### config.mk
export PLATFORM = sky130hd
export DESIGN_NAME = ps2_kbd_ctrl
export DESIGN_NICKNAME = d
export VERILOG_FILES = /design/src/rtl/ps2_kbd_ctrl.sv
export SDC_FILE = /design/constraint.sdc
export NUM_CORES = 1
export LEC_CHECK = 0
export ABC_AREA = 1
export BUFFER_PORTS_ARGS = -buffer_cell sky130_fd_sc_hd__buf_4
export CAP_MARGIN = 20
export CORE_MARGIN = 8
export CORE_UTILIZATION = 55
export DETAILED_ROUTE_END_ITERATION = 7
export PLACE_DENSITY_LB_ADDON = 0.3
export REMOVE_ABC_BUFFERS = 1
export SLEW_MARGIN = 0
export SYNTH_ARGS = -nofsm -noshare
export SYNTH_HDL_FRONTEND = slang
export SYNTH_SLANG_ARGS = --single-unit
export TNS_END_PERCENT = 20
### constraint.sdc
create_clock -name clk -period 2.1 [get_ports clk]
set_clock_uncertainty 0.05 [all_clocks]
set_input_delay 0.315 -clock clk [delete_from_list [all_inputs] [get_ports clk]]
set_output_delay 0.315 -clock clk [all_outputs]
set_load 0.01 [all_outputs]
### src/rtl/ps2_kbd_ctrl.sv
// PS/2 scan code set 2 sequencer: pops FIFO bytes, folds E0/F0/E1 prefixes into key events.
// Optional typematic repeat filter: define PS2_KBD_CTRL_TYPEMATIC_FILTER_EN.
module ps2_kbd_ctrl #(
    parameter int unsigned PREFIX_TIMEOUT = 2500000,
    parameter int unsigned CNT_W          = 22
) (
    input  logic       clk,
    input  logic       clr,
    input  logic [7:0] kb_data,
    input  logic       kb_ready,
    input  logic       kb_overflow,
    output logic       kb_rdn,
    output logic       ev_valid,
    output logic [7:0] ev_code,
    output logic       ev_ext,
    output logic       ev_brk,
    input  logic       ev_ack,
    output logic       mod_shift,
    output logic       mod_ctrl,
    output logic       mod_alt,
    output logic       err_ovf,
    input  logic       err_clr
);

    typedef enum logic [2:0] {
        S_IDLE   = 3'd0,
        S_POP    = 3'd1,
        S_DECODE = 3'd2,
        S_SKIP   = 3'd3,
        S_EMIT   = 3'd4
    } state_t;

    localparam logic [CNT_W-1:0] TMO_LAST = CNT_W'(PREFIX_TIMEOUT - 1);
    localparam logic [CNT_W-1:0] CNT_ZERO = '0;
    localparam logic [CNT_W-1:0] CNT_ONE  = {{(CNT_W-1){1'b0}}, 1'b1};

    state_t           state_q;
    logic [7:0]       byte_q;
    logic             ext_p_q;
    logic             brk_p_q;
    logic [2:0]       skip_cnt_q;
    logic [CNT_W-1:0] tmo_cnt_q;

    logic       is_ctrl_byte;
    logic       pending;
    logic [2:0] skip_dec;
    logic       drop_repeat;

    // Receive-only bytes (ack, BAT, echo, resend...) that never form a key event
    always_comb begin
        case (byte_q)
            8'h00, 8'hAA, 8'hEE, 8'hFA,
            8'hFC, 8'hFD, 8'hFE, 8'hFF: is_ctrl_byte = 1'b1;
            default:                    is_ctrl_byte = 1'b0;
        endcase
    end

    assign pending  = ext_p_q | brk_p_q | (skip_cnt_q != 3'd0);
    assign skip_dec = skip_cnt_q - 3'd1;

`ifdef PS2_KBD_CTRL_TYPEMATIC_FILTER_EN
    logic [8:0] last_make_q;
    logic       held_q;
    logic       make_match;

    assign make_match  = (last_make_q == {ext_p_q, byte_q});
    assign drop_repeat = ~brk_p_q & held_q & make_match;

    // Remembers the most recent make so auto-repeats of a held key can be suppressed
    always_ff @(posedge clk) begin
        if (clr) begin
            last_make_q <= 9'd0;
            held_q      <= 1'b0;
        end else if (state_q == S_DECODE && byte_q != 8'hE0 && byte_q != 8'hF0 &&
                     byte_q != 8'hE1 && !(is_ctrl_byte && !brk_p_q) && !drop_repeat) begin
            if (brk_p_q) begin
                if (make_match) begin
                    held_q <= 1'b0;
                end
            end else begin
                last_make_q <= {ext_p_q, byte_q};
                held_q      <= 1'b1;
            end
        end
    end
`else
    assign drop_repeat = 1'b0;
`endif

    // Main sequencer: FIFO handshake, prefix decoding, event emission, prefix timeout
    always_ff @(posedge clk) begin
        if (clr) begin
            state_q    <= S_IDLE;
            byte_q     <= 8'd0;
            ext_p_q    <= 1'b0;
            brk_p_q    <= 1'b0;
            skip_cnt_q <= 3'd0;
            tmo_cnt_q  <= CNT_ZERO;
            kb_rdn     <= 1'b1;
            ev_valid   <= 1'b0;
            ev_code    <= 8'd0;
            ev_ext     <= 1'b0;
            ev_brk     <= 1'b0;
            mod_shift  <= 1'b0;
            mod_ctrl   <= 1'b0;
            mod_alt    <= 1'b0;
        end else begin
            case (state_q)
                S_IDLE: begin
                    if (kb_ready) begin
                        byte_q    <= kb_data;
                        kb_rdn    <= 1'b0;
                        tmo_cnt_q <= CNT_ZERO;
                        state_q   <= S_POP;
                    end else if (pending) begin
                        // A lone prefix whose follow-up never arrives is silently dropped
                        if (tmo_cnt_q == TMO_LAST) begin
                            ext_p_q    <= 1'b0;
                            brk_p_q    <= 1'b0;
                            skip_cnt_q <= 3'd0;
                            tmo_cnt_q  <= CNT_ZERO;
                        end else begin
                            tmo_cnt_q <= tmo_cnt_q + CNT_ONE;
                        end
                    end else begin
                        tmo_cnt_q <= CNT_ZERO;
                    end
                end
                S_POP: begin
                    kb_rdn  <= 1'b1;
                    state_q <= (skip_cnt_q != 3'd0) ? S_SKIP : S_DECODE;
                end
                S_DECODE: begin
                    state_q <= S_IDLE;
                    if (byte_q == 8'hE0) begin
                        ext_p_q <= 1'b1;
                    end else if (byte_q == 8'hF0) begin
                        brk_p_q <= 1'b1;
                    end else if (byte_q == 8'hE1) begin
                        skip_cnt_q <= 3'd7;
                    end else begin
                        ext_p_q <= 1'b0;
                        brk_p_q <= 1'b0;
                        if (!(is_ctrl_byte && !brk_p_q) && !drop_repeat) begin
                            ev_code  <= byte_q;
                            ev_ext   <= ext_p_q;
                            ev_brk   <= brk_p_q;
                            ev_valid <= 1'b1;
                            state_q  <= S_EMIT;
                            if (!ext_p_q && (byte_q == 8'h12 || byte_q == 8'h59)) begin
                                mod_shift <= ~brk_p_q;
                            end
                            if (byte_q == 8'h14) begin
                                mod_ctrl <= ~brk_p_q;
                            end
                            if (byte_q == 8'h11) begin
                                mod_alt <= ~brk_p_q;
                            end
                        end
                    end
                end
                S_SKIP: begin
                    // The 8-byte pause sequence has no break and collapses into one E0-77 make
                    skip_cnt_q <= skip_dec;
                    if (skip_dec == 3'd0) begin
                        ev_code  <= 8'h77;
                        ev_ext   <= 1'b1;
                        ev_brk   <= 1'b0;
                        ev_valid <= 1'b1;
                        state_q  <= S_EMIT;
                    end else begin
                        state_q <= S_IDLE;
                    end
                end
                S_EMIT: begin
                    if (ev_ack) begin
                        ev_valid <= 1'b0;
                        state_q  <= S_IDLE;
                    end
                end
                default: begin
                    kb_rdn   <= 1'b1;
                    ev_valid <= 1'b0;
                    state_q  <= S_IDLE;
                end
            endcase
        end
    end

    // Sticky overflow flag; a simultaneous overflow outranks the clear
    always_ff @(posedge clk) begin
        if (clr) begin
            err_ovf <= 1'b0;
        end else if (kb_overflow) begin
            err_ovf <= 1'b1;
        end else if (err_clr) begin
            err_ovf <= 1'b0;
        end
    end

endmodule
==> flow_metrics.py <==
metrics = {
    "worst_setup_path": {
        "cp_data_arrival_time_ns": 2.07,
        "r2r_slack_ns": 0.23,
        "path_class": "reg -> reg",
        "end_kind": "flop",
        "rr_endpoint": "tmo_cnt_q[20]",
        "cp.required_ns": 2.30,
        "crit_end": "tmo_cnt_q[20]",
        "reg2reg_depth": 10,
        "cp-start-kind": "flop",
        "rr_startpoint": "tmo_cnt_q[1]",
        "critPathLaunch": "tmo_cnt_q[1]",
        "worstPathMaxFanout": 5,
    },
    "place": {
        "hpwlAfterDp_um": 5420,
        "place_area_sq_mm": 0.00332,
        "dp_cells": 563,
        "place_ws_ns": 0.221,
        "port_buffers": 29,
        "gp_congestion": 0.912,
    },
    "cts": {
        "clock-sinks": 54,
        "cts_setup_buffers": 0,
        "cts.repair.resized": 0,
        "clkSlewWorstSetupHoldPaths_ns": 0.09,
        "cts_root_buffer": "clkbuf_8",
        "cts.path.max_buffers": 2,
        "htree_num_levels": 2,
        "cts_tree": "done",
        "clkLatencyLatePin_ns": 0.30,
        "cts_hold_buf": 0,
        "numCtsBuffers": 5,
    },
    "detailed_routing": {
        "wl_um": 7210,
        "drt_iter0_drc": 138,
        "ant_nets": 0,
        "viasPerCell": 5.22,
        "drt_first_pass_iters": 4,
        "vias": 2979,
        "drc": 0,
        "wl_per_cell_um": 12.6,
    },
    "logic_synthesis": {
        "synth_cells": 467,
        "synth_seq_area_share_pct": 35.9,
        "ys_ff_latch": 54,
        "yosysUniqueCellTypes": 32,
        "ys_warn_count": 0,
        "synth.cell_area_sq_mm": 0.00301,
        "avgSynthCellArea_sq_um": 6.45,
    },
    "floorplanning": {
        "dieWidth_um": 90,
        "die-area_sq_mm": 0.00810,
        "core.rowCount": 27,
        "core_sq_mm": 0.00541,
        "die_h_um": 90,
        "boundaryPins": 30,
        "start_util_pct": 55.7,
    },
    "flow_run": {
        "cap_violations": 0,
    },
    "grt": {
        "use_met3_pct": 3.49,
        "grt_pass1_wl_um": 12600,
        "grt_max_degree": 22,
        "grt-ovfl-total": 0,
        "grt_usage_pct": 18.1,
        "met2_usage_pct": 33.9,
        "antenna_found_initial": 0,
        "use_met1_pct": 19.6,
        "grt_pass1_vias": 2952,
        "busiest_layer": "met2",
    },
    "sta": {
        "whs_ns": 0.168,
        "drv_slew": 0,
        "fmax_mhz": 534,
        "final_hold_viol_count": 0,
        "setup_ws_ns": 0.229,
        "setup_viol": 0,
        "slew-limit-headroom_pct": 61.1,
        "worst_pin_slew_ns": 0.583,
        "post-route-min-period_ns": 1.87,
        "period_share_pct": 89.1,
        "setup_tns_ns": 0,
        "rsz0062_at_grt": "false",
    },
    "pwr": {
        "p_per_area_mw_per_mm2": 783,
        "leakage_nw": 1.50,
        "total_power_mw": 2.67,
        "peakVddDrop_v": 0.000484,
    },
    "finish": {
        "final_util_pct": 63.1,
        "fill_cells": 530,
        "layout-drive-gt1-share_pct": 13.2,
        "nNetsFinal": 516,
        "area_growth_pct": 13.3,
        "layout.cells.non_filler": 571,
        "antennaDiodeCount": 0,
        "final_area_sq_mm": 0.00341,
    },
    "status": {
        "status": "complete, no violations",
    },
    "min_path": {
        "min_path_type": "in -> reg",
    },
}
layout make-up:
class	instances	area [sq um]	area share (%)
Timing Repair Buffer	39	305	8.94
Multi-Input combinational cell	341	1630	47.8
Sequential cell	54	1080	31.7
Clock buffer	7	86.3	2.53
Inverter	57	214	6.27
Tap cell	72	90.1	2.64
Clock inverter	1	5.00	0.147
worst min path at each step:
stage,from,depth (start not counted),endpoint
after CTS,kb_overflow,3,err_ovf
final,kb_overflow,3,err_ovf
after global routing,kb_overflow,3,err_ovf
after global placement,ev_valid,2,ev_valid
after floorplan,clr,1,mod_alt
after detailed placement,ev_valid,2,ev_valid
power by group:
group	internal, mW	total, mW	switching, mW
sequential	1.12	1.19	0.0722
combinational	0.321	0.883	0.563
clock	0.267	0.593	0.327
total	1.71	2.67	0.961
state kept, by name (all words and copies together), names as in the netlist:
register,cells
skip_cnt_q,3
brk_p_q,1
state_q,3
mod_alt,1
ev_code,8
err_ovf,1
byte_q,8
kb_rdn,1
ev_ext,1
ev_brk,1
tmo_cnt_q,22
ext_p_q,1
ev_valid,1
mod_ctrl,1
mod_shift,1
cells in the final DEF, fill, tap and decap left out:
cell        n
nor2_4      2
a21oi_1    52
a221oi_1    1
nor2_1     67
o21ai_1     4
xnor2_1     2
clkinv_2    1
nor3_1      9
clkbuf_1    1
ha_1        4
buf_4      38
xor2_1      3
o21ai_0    27
nand4_2     1
clkbuf_8    6
nand3_2     1
buf_12      1
nand2_2     3
nand3b_1    9
or2_4       1
o31ai_1     1
inv_2       3
o21ai_2     3
nand2_4     1
nor2_2      5
dfxtp_1    54
nand4_1    11
inv_1      54
a211oi_1    1
nand3_1    17
nand2_1   115
o21a_1      1
worst max-delay path: stages (launching register included):
cell     delay (ns)
dfxtp_1        0.38
ha_1           0.19
nand2_1        0.06
inv_1          0.10
nand3_2        0.13
nor2_2         0.22
nand4_2        0.19
nor2_2         0.19
nand2_1        0.07
a21oi_1        0.12
o21a_1         0.13
cells in the mapped netlist:
cell type / n / area (sq um)
clkbuf_1: 4 / 15.0
inv_2: 3 / 11.3
xnor2_1: 2 / 17.5
nand4_1: 11 / 68.8
buf_1: 2 / 7.51
xor2_1: 3 / 26.3
or2_4: 1 / 8.76
a21oi_1: 52 / 260
buf_4: 2 / 15.0
nor2_4: 2 / 22.5
o21a_1: 1 / 7.51
buf_2: 5 / 25.0
a211oi_1: 1 / 7.51
buf_6: 2 / 22.5
o21ai_1: 3 / 15.0
nand3b_1: 9 / 67.6
nor3_1: 9 / 45.0
nand3_1: 17 / 85.1
nor2_1: 67 / 251
ha_1: 4 / 50.1
nand2_2: 3 / 18.8
o21ai_0: 28 / 140
o21ai_2: 3 / 26.3
dfxtp_1: 54 / 1080
nand3_2: 1 / 10.0
o31ai_1: 1 / 7.51
nand4_2: 1 / 12.5
nand2_1: 115 / 432
nand2_4: 1 / 11.3
a221oi_1: 1 / 8.76
nor2_2: 5 / 31.3
inv_1: 54 / 203
metal layers:
| metal | routed length [um] | vias to the layer above |
|---|---|---|
| li1 | - | 1556 |
| met1 | 3120 | 1365 |
| met2 | 3740 | 51 |
| met3 | 289 | 7 |
| met4 | 66 | 0 |
| met5 | 0 | - |
kinds of logic (layout without fill, tap and decap cells):
family | Yosys count | in the layout | share of synthesized area [%]
buffers and inverters | 72 | 104 | 9.93
AO/OA/AOI/OAI | 90 | 90 | 15.7
XOR/XNOR | 5 | 5 | 1.45
flip-flops | 54 | 54 | 35.9
adder cells (fa/ha/maj) | 4 | 4 | 1.66
AND/OR/NAND/NOR | 242 | 242 | 35.4
(Power assumes the default switching activity.)
